File: src/rtl/dilithium_vy_loader_pkg.sv
`timescale 1ns/1ps
`default_nettype none
// ============================================================================
//  Module   : dilithium_vy_loader_pkg
//  Brief    : Field/state encodings and per-security-level sizes for the
//             Dilithium verify loader.
//  Revision : 1.0
// ============================================================================
package dilithium_vy_loader_pkg;

    typedef enum logic [2:0] {
        F_RHO  = 3'd0,
        F_C    = 3'd1,
        F_Z    = 3'd2,
        F_T1   = 3'd3,
        F_MLEN = 3'd4,
        F_MSG  = 3'd5,
        F_H    = 3'd6
    } field_t;

    // Load states are contiguous so the next field is simply state + 1.
    typedef enum logic [3:0] {
        S_IDLE     = 4'd0,
        S_RHO      = 4'd1,
        S_C        = 4'd2,
        S_Z        = 4'd3,
        S_T1       = 4'd4,
        S_MLEN     = 4'd5,
        S_MSG      = 4'd6,
        S_H        = 4'd7,
        S_WAIT_RES = 4'd8,
        S_RESULT   = 4'd9
    } state_t;

    localparam logic [1:0] C_MODE_VERIFY = 2'd1;
    localparam int         C_RHO_BITS    = 256;
    localparam int         C_C_BITS      = 256;

    function automatic int z_size(input int sec);
        return (sec == 5) ? 35840 : (sec == 3) ? 25600 : 18432;
    endfunction

    function automatic int t1_size(input int sec);
        return (sec == 5) ? 20480 : (sec == 3) ? 15360 : 10240;
    endfunction

    function automatic int h_size(input int sec);
        return (sec == 5) ? 664 : (sec == 3) ? 488 : 672;
    endfunction

    function automatic int words(input int bits, input int w);
        return (bits + w - 1) / w;
    endfunction

endpackage
`default_nettype wire

File: src/rtl/dilithium_vy_loader.sv
`timescale 1ns/1ps
`default_nettype none
// ============================================================================
//  Module   : dilithium_vy_loader
//  Brief    : Host front end for Dilithium verify: tags and forwards the
//             RHO/C/Z/T1/MLEN/MSG/H word stream, then returns the verdict.
//  Revision : 1.0
// ============================================================================
module dilithium_vy_loader
    import dilithium_vy_loader_pkg::*;
#(
    parameter int  HIGH_PERF = 1,
    parameter int  SEC_LEVEL = 2,
    parameter int  MLEN_W    = 16,
    localparam int W         = (HIGH_PERF != 0) ? 64 : 32
) (
    input  logic              clk,
    input  logic              rst,
    input  logic              start,
    input  logic [1:0]        mode,
    input  logic              valid_i,
    output logic              ready_i,
    input  logic [W-1:0]      data_i,
    output logic              valid_o,
    input  logic              ready_o,
    output logic [W-1:0]      data_o,
    output logic              wr_valid,
    input  logic              wr_ready,
    output logic [2:0]        wr_field,
    output logic [9:0]        wr_addr,
    output logic [W-1:0]      wr_data,
    output logic [MLEN_W-1:0] msg_len,
    input  logic              res_valid,
    input  logic              res_reject,
    output logic              busy
);

    localparam int C_LOG2W    = (HIGH_PERF != 0) ? 6 : 5;
    // Wide enough for the longest MSG field (msg_len*8/32 words) and for Z.
    localparam int C_CNT_W    = ((MLEN_W + 3) > 12) ? (MLEN_W + 3) : 12;
    localparam int C_RHO_WORDS = words(C_RHO_BITS, W);
    localparam int C_C_WORDS   = words(C_C_BITS, W);
    localparam int C_Z_WORDS   = words(z_size(SEC_LEVEL), W);
    localparam int C_T1_WORDS  = words(t1_size(SEC_LEVEL), W);
    localparam int C_H_WORDS   = words(h_size(SEC_LEVEL), W);

    state_t              r_state;
    logic [C_CNT_W-1:0]  r_cnt;
    logic [MLEN_W-1:0]   r_msg_len;
    logic                r_reject;
    logic                r_valid_o;

    logic                w_load;
    logic                w_xfer;
    logic                w_last;
    logic [C_CNT_W-1:0]  w_msg_ceil;
    logic [C_CNT_W-1:0]  w_limit;
    field_t              w_field;

    assign w_load = (r_state >= S_RHO) && (r_state <= S_H);
    assign w_xfer = w_load && valid_i && wr_ready;

    // ceil(msg_len*8/W): bytes-per-word is a power of two, so shift and round up.
    assign w_msg_ceil = C_CNT_W'(r_msg_len >> (C_LOG2W - 3))
                      + C_CNT_W'(|r_msg_len[C_LOG2W-4:0]);

    always_comb begin
        w_limit = C_CNT_W'(1);
        w_field = F_RHO;
        case (r_state)
            S_RHO:  begin w_limit = C_CNT_W'(C_RHO_WORDS); w_field = F_RHO;  end
            S_C:    begin w_limit = C_CNT_W'(C_C_WORDS);   w_field = F_C;    end
            S_Z:    begin w_limit = C_CNT_W'(C_Z_WORDS);   w_field = F_Z;    end
            S_T1:   begin w_limit = C_CNT_W'(C_T1_WORDS);  w_field = F_T1;   end
            S_MLEN: begin w_limit = C_CNT_W'(1);           w_field = F_MLEN; end
            S_MSG:  begin
                // An empty message still carries one (ignored) word.
                w_limit = (w_msg_ceil == '0) ? C_CNT_W'(1) : w_msg_ceil;
                w_field = F_MSG;
            end
            S_H:    begin w_limit = C_CNT_W'(C_H_WORDS);   w_field = F_H;    end
            default: begin w_limit = C_CNT_W'(1);          w_field = F_RHO;  end
        endcase
    end

    assign w_last = (r_cnt == (w_limit - C_CNT_W'(1)));

    always_ff @(posedge clk or posedge rst) begin
        if (rst) begin
            r_state   <= S_IDLE;
            r_cnt     <= '0;
            r_msg_len <= '0;
            r_reject  <= 1'b0;
            r_valid_o <= 1'b0;
        end else begin
            case (r_state)
                S_IDLE: begin
                    if (start && (mode == C_MODE_VERIFY)) begin
                        r_state <= S_RHO;
                        r_cnt   <= '0;
                    end
                end
                S_WAIT_RES: begin
                    if (res_valid) begin
                        r_reject  <= res_reject;
                        r_valid_o <= 1'b1;
                        r_state   <= S_RESULT;
                    end
                end
                S_RESULT: begin
                    if (ready_o) begin
                        r_valid_o <= 1'b0;
                        r_state   <= S_IDLE;
                    end
                end
                default: begin
                    if (w_xfer) begin
                        if (r_state == S_MLEN) begin
                            r_msg_len <= data_i[MLEN_W-1:0];
                        end
                        if (w_last) begin
                            r_cnt   <= '0;
                            r_state <= state_t'(r_state + 4'd1);
                        end else begin
                            r_cnt   <= r_cnt + C_CNT_W'(1);
                        end
                    end
                end
            endcase
        end
    end

    assign ready_i  = w_load && wr_ready;
    assign wr_valid = w_load && valid_i;
    assign wr_data  = data_i;
    assign wr_field = w_field;
    assign wr_addr  = r_cnt[9:0];
    assign msg_len  = r_msg_len;
    assign valid_o  = r_valid_o;
    assign data_o   = {{(W-1){1'b0}}, r_reject};
    assign busy     = (r_state != S_IDLE);

endmodule
`default_nettype wire
File: config.mk
export PLATFORM = sky130hd
export DESIGN_NAME = dilithium_vy_loader
export DESIGN_NICKNAME = d
export VERILOG_FILES = /design/src/rtl/dilithium_vy_loader_pkg.sv /design/src/rtl/dilithium_vy_loader.sv
export SDC_FILE = /design/constraint.sdc
export NUM_CORES = 1
export LEC_CHECK = 0
export CAP_MARGIN = 0
export CELL_PAD_IN_SITES_DETAIL_PLACEMENT = 1
export CELL_PAD_IN_SITES_GLOBAL_PLACEMENT = 1
export CORE_MARGIN = 2
export CORE_UTILIZATION = 30
export DETAILED_ROUTE_END_ITERATION = 6
export PLACE_DENSITY = 0.92
export SYNTH_ARGS = -nofsm -noshare
export SYNTH_HDL_FRONTEND = slang
export SYNTH_SLANG_ARGS = --single-unit
File: constraint.sdc
create_clock -name clk -period 5.7 [get_ports clk]
set_input_delay 0.57 -clock clk [delete_from_list [all_inputs] [get_ports clk]]
set_output_delay 0.57 -clock clk [all_outputs]
set_load 0.02 [all_outputs]
Yosys cells after proc, flatten, opt, wreduce, memory -nomap -nowiden:

Cells that the tools add are included.

* multiplexer cells: 16
* divide/modulo/power cells: 0
* eq/ne operators: 14
* $mul: 0
* shift operators: 0
* reductions and logical operators: 21
* add/sub/neg operators: 4
* bitwise operators: 2
* magnitude comparators: 2

Operators with widths (number)
* $pmux 14 s5: 1
* $mux 19: 3
* $pmux 19 s2: 1
* $mux 4: 5
* $add 19x1->19 const B: 1
* $eq 19x19->1: 1
* $logic_not 19->1: 1
* $sub 19x1->19 const B: 1
* $pmux 3 s6: 1
* $eq 4x3->1 const B: 4
* $add 13x1->14: 1
* $mux 14: 1
* $pmux 4 s3: 1
* $reduce_bool 4->1: 3
* $reduce_and 3->1: 3
* $eq 4x2->1 const B: 2
* $eq 4x4->1 const B: 2
* $ne 2x2->1 const B: 3
* $reduce_or 3->1: 2
* $logic_and 1x1->1: 5
* $reduce_and 5->1: 1
* $add 4x1->4 const B: 1
* $eq 4x1->1 const B: 1
* $ge 4x1->1 const B: 1
* 9 further kinds: 13

* logic and storage cells: 64
* memory bits (writable): 0
* latch bits: 0
* input bits: 74
* memories: 0
* bits in read-only memories: 0
* register bits after elaboration: 41
* output and inout bits: 161

Logic depth before layout (Yosys ltp):

Gate-level depths: netlist (run 1).

* depth in word-level cells: 10
* gate-level depth with buffers: 20
* gate-level depth less buffers: 18

Worst setup path before layout (run 1):

No wires, ideal clock.

* path kind: reg-to-reg
* from: reg r_msg_len[1], in the netlist msg_len[1]
* to: reg r_cnt[6]
* cell stages (with the launch flop): 19
* arrival: 4.709 ns
* setup time: 0.126 ns
* buffers on the path: 2
* path slack: 0.865 ns
* path through: dfrtp_1 > or3_1 > ha_1 > ha_1 > clkbuf_8 > and4_2 > a311oi_1 > a31oi_1 > a21o_2 > o21a_1 > ha_1 > xnor2_1 > a2111o_1 > nor4b_1 > o2111ai_2 > nor4_4 > nor3_4 > buf_6 > a221o_1

* longest elaborated chain between the ends: 10

RTL lines
* from (decl): RTL line dilithium_vy_loader.sv:49 `logic [MLEN_W-1:0] r_msg_len;`
* from (signal assigned): RTL line dilithium_vy_loader.sv:119 `r_msg_len <= data_i[MLEN_W-1:0];`
* $reduce_or 3->1 *: RTL line dilithium_vy_loader.sv:65 `+ C_CNT_W'(|r_msg_len[C_LOG2W-4:0]);`
* $add 13x1->14 *: RTL line dilithium_vy_loader.sv:65
* $logic_not 19->1: RTL line dilithium_vy_loader.sv:78 `w_limit = (w_msg_ceil == '0) ? C_CNT_W'(1) : w_msg_ceil;`
* $mux 14 *: RTL line dilithium_vy_loader.sv:78
* $pmux 14 s5 *: RTL line dilithium_vy_loader.sv:70 `case (r_state)`
* $sub 19x1->19 *: RTL line dilithium_vy_loader.sv:86 `assign w_last = (r_cnt == (w_limit - C_CNT_W'(1)));`
* $eq 19x19->1 *: RTL line dilithium_vy_loader.sv:86
* $mux 19 *: RTL line dilithium_vy_loader.sv:121 `if (w_last) begin`
* $mux 19 *: RTL line dilithium_vy_loader.sv:117 `if (w_xfer) begin`
* $pmux 19 s2 *: RTL line dilithium_vy_loader.sv:96 `case (r_state)`
* to (signal assigned): RTL line dilithium_vy_loader.sv:125 `r_cnt <= r_cnt + C_CNT_W'(1);`
* to (decl): RTL line dilithium_vy_loader.sv:48 `logic [C_CNT_W-1:0] r_cnt;`

Every way passes the cells marked *; elsewhere a longest branch is shown, timed or not. The select of a mux whose other input is x is not followed.
A chain may end at the register's enable or synchronous reset.

Worst setup path in the final report (run 1):

* from: reg r_msg_len[1], in the netlist msg_len[1]
* to: reg r_cnt[7]

The elaborated chain is that of the path after synthesis.

==> results of run 1 <==
final cells by class:
| cell class | instances | area share |
|---|---|---|
| Multi-Input combinational cell | 423 | 0.542 |
| Sequential cell | 41 | 0.200 |
| Timing Repair Buffer | 86 | 0.163 |
| Tap cell | 216 | 0.0527 |
| Clock buffer | 5 | 0.0244 |
| Clock inverter | 3 | 0.0127 |
| Inverter | 8 | 0.00586 |
per-layer routing:
metal,vias up,track usage,routed length [microns]
li1,1844,-,-
met1,1996,0.194,5740
met4,0,0.0507,319
met3,39,0.0347,1020
met2,202,0.262,6780
met5,-,0,0
state kept, by name, summed over array words and instances (netlist names):
name	cells
valid_o	1
r_reject	1
msg_len	16
r_state	4
r_cnt	19
per-stage QoR:
stage | instances | hold slack, ns | setup TNS [ns] | cell area (sq um) | power (W)
2_1_floorplan | 645 | 0.481 | 0 | 5110 | 0.000975
3_3_place_gp | 773 | 0.493 | 0 | 4920 | 0.00105
3_5_place_dp | 773 | 0.500 | 0 | 4920 | 0.00108
4_1_cts | 781 | 0.509 | 0 | 5110 | 0.00146
5_1_grt | 782 | 0.545 | -0.0470 | 5120 | 0.00156
6_report | 782 | 0.508 | 0 | 5120 | 0.00148
timing repair:
item	CTS	global route
gates resized for setup	0	1
hold buffers	0	0
setup buffers	0	1
setup endpoints to repair	0	21
cell families (layout without fill, tap and decap cells):
logic type / after synthesis / in the layout / share of synthesized area
other cells: 1 / 63 / 0.000769
flops: 41 / 41 / 0.211
simple gates: 194 / 194 / 0.219
xor+xnor: 27 / 27 / 0.0485
compound gates: 106 / 106 / 0.175
fa+ha+maj: 9 / 9 / 0.0231
buf+inv: 181 / 102 / 0.270
mux: 24 / 24 / 0.0537
final timing paths:
path / start / endpoint / slack (ns) / cells after the start
min in group asynchronous: rst / r_cnt[1] / 0.71 / 3
max in group asynchronous: rst / msg_len[15] / 4.57 / 3
setup / recovery: msg_len[1] / r_cnt[7] / 0.25 / 19
setup reg to reg: msg_len[1] / r_cnt[7] / 0.25 / 19
hold / removal: r_reject / r_reject / 0.51 / 1
hold reg to reg: r_reject / r_reject / 0.51 / 1
power by group through the flow:
stage / combinational, W / clock, W / sequential (W)
after global placement: 0.000680 / 0 / 0.000370
after floorplan: 0.000614 / 0 / 0.000361
after detailed placement: 0.000704 / 0 / 0.000372
after global routing: 0.000793 / 0.000397 / 0.000372
after CTS: 0.000714 / 0.000383 / 0.000367
final: 0.000738 / 0.000377 / 0.000367
synth_stat cells, drive strengths merged, types with 10 or more instances:
master  instances
clkbuf         19
nand2          36
nand3          27
xnor2          17
nor3           10
buf           153
a221o          13
dfrtp          41
a21oi          16
nand4          10
xor2           10
mux2           17
o21ai          17
nor2           50
==> impl_metrics.toml, run 1 <==
[outcome]
outcome = "completed"

[logic_synthesis]
yosysTopAreaCell = "buf_4"
ys_warn_count = 0
ys_seq_elements = 41
avgSynthCellArea_sq_um = 8.36
ys_types = 87
synth_top_area_share = 0.214
synth.cell_area_sq_um = 4870
synth_area_leaders = "buf_4 21%, dfrtp_1 21%, nor2_1 3.9%"
synth_edf_count = 0
ys.flop_type = "dfrtp_1"
netlist_instances = 583
ys_seq_area_frac = 0.211
async_flop_share = 1.00

[pwr]
p_per_area_nw_per_um2 = 289
p_leak_nw = 2.19
clockPowerShare = 0.254
p_int_w = 0.000862
power_frac_comb = 0.498
max-vdd-ir-drop_mv = 0.119
power.switching_w = 0.000619
seqPwrFrac = 0.248
power.switching_fraction = 0.418

[drt]
vias = 4081
wire_per_inst_microns = 17.7
dr.pass1.iters = 5
viasPerCell = 5.22
drc_errors = 0
detail-route-antenna-nets = 0
detail_route.iter0.violations = 332
wl_mm = 13.9

[critical_path]
cpPeakStageDelay_ns = 0.61
cp_max_fo = 19
crit_buf_inv = 1
worstPathRequired_ns = 5.93
arrival_ns = 5.69
path_delay_family = "compound AO/OA/AOI/OAI gates"
critPathCaptureType = "register"
crit_chain = "or3_1 > ha_1 > ha_1 > and4_2 > and3_1 > a31oi_1 > a21o_2 > o21a_1 > ha_1 > o311ai_0 > a2111oi_0 > o211ai_1 > o21ai_0 > xor2_1 > o21ai_2 > nor4_4 > buf_4 > nor3_4 > a221o_2"
startpoint_type = "register"
crit_type = "register to register"
critPathSlowestCell = "nor3_4"
cp_common_cell = "ha_1"

[global_routing]
antenna_found_initial = 0
track_usage = 0.155
grt_pass1_vias = 4124
grt_overflow = 0
grt_pass1_wl_mm = 22.1
grt_start_max_net_pins = 42

[floorplanning]
die_area_sq_um = 17300
fp-row-count = 46
top_level_ports = 235
die_w_microns = 131
core_area_sq_um = 15900
die_h_microns = 131
start_util = 0.307

[clocking]
cts_tree = "built"
htreeDepth = 2
root_buffer = "clkbuf_16"
clock_latency_ns = 0.29
clockBufferDepth = 2
clkSlewWorstSetupHoldPaths_ns = 0.06
cts_buffers = 5
cts_sinks = 41

[cells_and_area]
layout-drive-gt1-share = 0.136
finalCoreUtilization = 0.323
final_common_cell = "clkdlybuf4s50_1"
antenna_cells = 0
fin_nets = 648
final_cell_mix = "75 x clkdlybuf4s50_1, 63 x conb_1, 50 x nor2_1"
areaGrowthSynthToFinish_pct = 5.16
multiInputGateArea_sq_um = 2780
nFillCells = 1941
seq_area_sq_um = 1030

[sta]
fin_crit_sh = 0.957
drv_slew = 0
max_freq_mhz = 183
setup_viol = 0
clock_skew_ns = 0.00395
hold_viol = 0
rsz0062_at_grt = "true"
fin_ws_ns = 0.247
period_minus_slack_ns = 5.45
worstMarginPinSlew_ns = 0.995
max_slew_margin = 0.334

[place]
dp_hpwl_mm = 10.2
port_buffers = 75
place_congestion = 0.941
place_ws_ns = 0.281

[hold_path]
hold_path.class = "register to register"

[run]
maxCapViolations = 0
Power figures use the tool's default switching activity.
==> run 2: changes to the inputs <==
MAX_ROUTING_LAYER = met4   (was not set)
==> impl_metrics.toml, run 2 (same netlist as run 1, synthesis figures left out) <==
[outcome]
outcome = "completed"

[clocking]
clockBufferDepth = 2
root_buffer = "clkbuf_16"
cts_buffers = 5
cts_hold_buf = 0
clkSlewWorstSetupHoldPaths_ns = 0.06
cts_tree = "built"
cts_sinks = 41
clock_latency_ns = 0.29
htreeDepth = 2

[sta]
max_freq_mhz = 183
period_minus_slack_ns = 5.47
fin_crit_sh = 0.959
drv_slew = 0
clock_skew_ns = 0.00400
finalSetupTns_ns = 0
hold_viol = 0
max_slew_margin = 0.342
setup_viol = 0
rsz0062_at_grt = "true"
hold_ws_ns = 0.510
worstMarginPinSlew_ns = 0.983

[floorplanning]
die_w_microns = 131
die_area_sq_um = 17300
die_h_microns = 131
start_util = 0.307
fp-row-count = 46
top_level_ports = 235
core_area_sq_um = 15900

[pwr]
power_frac_comb = 0.497
seqPwrFrac = 0.247
power.switching_fraction = 0.419
p_int_w = 0.000863
power.switching_w = 0.000621
max-vdd-ir-drop_mv = 0.120
clockPowerShare = 0.256
p_leak_nw = 2.19
p_per_area_nw_per_um2 = 290

[critical_path]
crit_buf_inv = 1
cp_common_cell = "ha_1"
arrival_ns = 5.64
critPathCaptureType = "register"
startpoint_type = "register"
worstPathRequired_ns = 5.88
crit_chain = "or3_1 > ha_1 > ha_1 > and4_2 > and3_1 > a31oi_1 > a21o_2 > o21a_1 > ha_1 > o311ai_0 > a2111oi_0 > o211ai_1 > o21ai_0 > xor2_1 > o21ai_2 > nor4_4 > buf_4 > nor3_4 > a221o_2"
cpPeakStageDelay_ns = 0.48
critPathSlowestCell = "a2111oi_0"
crit_type = "register to register"
cp_max_fo = 19
path_delay_family = "compound AO/OA/AOI/OAI gates"

[drt]
detail_route.iter0.violations = 340
dr.pass1.iters = 4
wire_per_inst_microns = 17.7
detail-route-antenna-nets = 0
wl_mm = 13.8
viasPerCell = 5.17
drc_errors = 0
vias = 4040

[place]
dp_hpwl_mm = 10.2
dpl-instance-area_sq_um = 4920
port_buffers = 75
place_congestion = 0.958

[cells_and_area]
largest_reg_flops = 19
nFillCells = 1941
areaGrowthSynthToFinish_pct = 5.16
final_cell_mix = "75 x clkdlybuf4s50_1, 63 x conb_1, 50 x nor2_1"
largest_register = "r_cnt"
fin_area_sq_um = 5120
fin_nets = 648
antenna_cells = 0
final_common_cell = "clkdlybuf4s50_1"
layout-drive-gt1-share = 0.136

[global_routing]
antenna_found_initial = 0
grt_overflow = 0
track_usage = 0.159
grt_pass1_wl_mm = 22.1
grt_start_max_net_pins = 42
grt_pass1_vias = 4112

[run]
maxCapViolations = 0

[hold_path]
hold_path.class = "register to register"
run 2: layout make-up:
type / instances / area, sq um / area share
inverters: 8 / 30.0 / 0.00586
clock inverters: 3 / 65.1 / 0.0127
repair buffers: 86 / 833 / 0.163
well taps: 216 / 270 / 0.0527
multi-input cells: 423 / 2780 / 0.542
flip-flops and latches: 41 / 1030 / 0.200
clock buffers: 5 / 125 / 0.0244
run 2: per-stage QoR:
stage	util	cells	setup slack, ns	total power (W)
detailed placement	0.310	773	0.281	0.00108
global route	0.323	782	-0.0390	0.00156
floorplan	-	645	0.865	0.000975
finish	0.323	782	0.232	0.00148
global placement	0.310	773	0.574	0.00105
CTS	0.322	781	0.209	0.00146
run 2: worst paths after layout:
check / start / to / slack (ns) / cells after the start
setup reg to reg: msg_len[1] / r_cnt[7] / 0.23 / 19
hold / removal: r_reject / r_reject / 0.51 / 1
max in group asynchronous: rst / msg_len[9] / 4.58 / 3
setup / recovery: msg_len[1] / r_cnt[7] / 0.23 / 19
hold reg to reg: r_reject / r_reject / 0.51 / 1
min in group asynchronous: rst / r_cnt[1] / 0.71 / 3
run 2: what timing repair did:
item / CTS / global route
endpoints found under the setup margin: 0 / 21
gates resized for setup: 0 / 1
setup buffers: 0 / 1
hold endpoints to repair: 0 / 0
run 2: metal layers:
metal | vias to the layer above | GRT usage | wire (microns)
met1 | 1978 | 0.195 | 5840
met5 | - | - | 0
met3 | 33 | 0.0340 | 906
li1 | 1840 | - | -
met2 | 189 | 0.261 | 6780
met4 | 0 | 0.0507 | 297
run 2: worst reg2reg max path, cell delays in order, from the launching register on:
cell	delay, ns
dfrtp_1	0.39
or3_1	0.38
ha_1	0.27
ha_1	0.37
and4_2	0.33
and3_1	0.21
a31oi_1	0.29
a21o_2	0.20
o21a_1	0.19
ha_1	0.26
o311ai_0	0.16
a2111oi_0	0.48
o211ai_1	0.12
o21ai_0	0.26
xor2_1	0.25
o21ai_2	0.15
nor4_4	0.31
buf_4	0.20
nor3_4	0.12
a221o_2	0.39
run 2: power groups by stage:
stage | sequential [W] | combinational, W | clock, W
2_1_floorplan | 0.000361 | 0.000614 | 0
6_report | 0.000367 | 0.000738 | 0.000379
5_1_grt | 0.000372 | 0.000794 | 0.000397
3_3_place_gp | 0.000370 | 0.000680 | 0
3_5_place_dp | 0.000372 | 0.000704 | 0
4_1_cts | 0.000367 | 0.000714 | 0.000383
==> run 3: changes to the inputs <==
CORE_UTILIZATION = 27   (was 30)
CTS_CLUSTER_SIZE = 28   (was not set)
PLACE_DENSITY = not set   (was 0.92)
PLACE_DENSITY_LB_ADDON = 0.1   (was not set)
clock period = 4.7 ns   (was 5.7 ns; I/O delays follow)
==> impl_metrics.toml, run 3 (same netlist as run 1, synthesis figures left out) <==
[outcome]
outcome = "completed"

[critical_path]
crit_buf_inv = 5
cpPeakStageDelay_ns = 0.43
cp_common_cell = "buf_4"
crit_chain = "or3_4 > ha_4 > buf_6 > and3_4 > or4_4 > o31ai_4 > o2111ai_2 > o21a_1 > ha_4 > buf_4 > buf_4 > xnor2_2 > xnor2_2 > nor4b_2 > o2111ai_2 > buf_4 > nor4_4 > buf_4 > nand2_1 > mux2_1"
path_delay_family = "simple AND/OR/NAND/NOR gates"
startpoint_type = "register"
worstPathRequired_ns = 4.88
r2r_slack_ns = 0.19
cp_max_fo = 5
critPathCaptureType = "register"
crit_type = "register to register"
critPathSlowestCell = "or4_4"
arrival_ns = 4.69

[global_routing]
grt_start_max_net_pins = 42
grt_overflow = 0
grt_pass1_wl_mm = 23.7
grt_pass1_vias = 4199
antenna_found_initial = 0
track_usage = 0.158

[floorplanning]
top_level_ports = 235
die_area_sq_um = 19100
start_util = 0.273
die_h_microns = 138
core_area_sq_um = 17800
die_w_microns = 138
fp-row-count = 49

[drt]
dr.pass1.iters = 4
wire_per_inst_microns = 17.5
wl_mm = 14.9
detail-route-antenna-nets = 0
drc_errors = 0
vias = 4201
detail_route.iter0.violations = 202
viasPerCell = 4.94

[place]
place_congestion = 0.876
port_buffers = 75
place_inst = 832
dp_hpwl_mm = 11.2

[sta]
fin_crit_sh = 0.960
hold_ws_ns = 0.511
worstMarginPinSlew_ns = 0.940
period_minus_slack_ns = 4.51
clock_skew_ns = 0.0132
max_slew_margin = 0.372
hold_viol = 0
max_freq_mhz = 222
setup_viol = 0
drv_slew = 0

[cells_and_area]
finalCoreUtilization = 0.320
antenna_cells = 0
nFillCells = 2110
fin_nets = 703
layout-drive-gt1-share = 0.245
final_common_cell = "clkdlybuf4s50_1"
final_cell_mix = "75 x clkdlybuf4s50_1, 63 x conb_1, 62 x buf_4"
largest_reg_flops = 19
areaGrowthSynthToFinish_pct = 17.3
instances_no_fill = 850
largest_register = "r_cnt"

[pwr]
max-vdd-ir-drop_mv = 0.192
p_per_area_nw_per_um2 = 344
p_leak_nw = 2.48

[clocking]
clkSlewWorstSetupHoldPaths_ns = 0.07
cts_tree = "built"
cts_hold_buf = 0
clock_latency_ns = 0.30
cts_buffers = 5
clockBufferDepth = 2
cts_sinks = 41
root_buffer = "clkbuf_16"
htreeDepth = 2

[run]
maxCapViolations = 0

[hold_path]
hold_path.class = "register to register"
-- run 3: changes by cell type in the layout (fill, tap and decap cells not counted), moves of 2 or more --
cell / previous run / this run
buf_4: 11 / 62
xnor2_2: 0 / 2
and3_1: 5 / 3
buf_6: 0 / 2
xnor2_1: 17 / 15
and3_4: 0 / 2
or3_4: 1 / 3
buf_12: 0 / 2
ha_1: 9 / 6
or3_1: 6 / 4
ha_4: 0 / 3
-- run 3: metrics by stage --
| step | area (sq um) | setup slack [ns] | setup TNS (ns) | total power, W |
|---|---|---|---|---|
| 3_3_place_gp | 5310 | -0.0170 | -0.0978 | 0.00142 |
| 3_5_place_dp | 5310 | -0.160 | -3.02 | 0.00143 |
| 5_1_grt | 5720 | -0.0126 | -0.0315 | 0.00211 |
| 6_report | 5720 | 0.190 | 0 | 0.00197 |
| 4_1_cts | 5560 | 0.00560 | 0 | 0.00191 |
| 2_1_floorplan | 5120 | 0.0266 | 0 | 0.00119 |
-- run 3: cell type report --
type                            instances  area (sq um)  share of cell area
Multi-Input combinational cell        423          2930               0.512
Tap cell                              229           287              0.0501
Inverter                                8          30.0             0.00525
Timing Repair Buffer                  141          1280               0.224
Clock buffer                            5           125              0.0219
Clock inverter                          3          46.3             0.00810
Sequential cell                        41          1030               0.179
-- run 3: what timing repair did --
action                                  CTS  global route
gates cloned                              0             0
endpoints found under the setup margin   23            23
resized for setup                        10            23
pin swaps                                 8            14
hold endpoints to repair                  0             0
buffers inserted                          4             7
-- run 3: where the power goes --
group	internal (W)	switching, W	total [W]
clock	0.000252	0.000165	0.000417
combinational	0.000520	0.000583	0.00110
sequential	0.000384	0.0000619	0.000446
-- run 3: layer usage --
layer  GRT usage  wire (microns)  up-vias  part of all wire
met5           -               0        -                 0
met4      0.0483             371        0             0.025
met3      0.0319             760       33             0.051
met2       0.257            6940      160              0.47
met1       0.198            6790     2058              0.46
li1            -               -     1950                 -
-- run 3: worst paths after layout --
path,startpoint,to,depth (start not counted)
max reg2reg,msg_len[0],r_state[2],20
max in group asynchronous,rst,msg_len[4],2
min in group asynchronous,rst,r_cnt[13],2
max,msg_len[0],r_state[2],20
min,r_reject,r_reject,1
min reg2reg,r_reject,r_reject,1
-- run 3: worst register-to-register path: cells and delay by family, from the launching register on --
| family | cells | cell delay, ns |
|---|---|---|
| AO/OA/AOI/OAI | 4 | 0.69 |
| XOR/XNOR | 2 | 0.29 |
| adder cells (fa/ha/maj) | 2 | 0.37 |
| buffers and inverters | 5 | 0.74 |
| flip-flops | 1 | 0.37 |
| multiplexers | 1 | 0.31 |
| AND/OR/NAND/NOR | 6 | 1.61 |
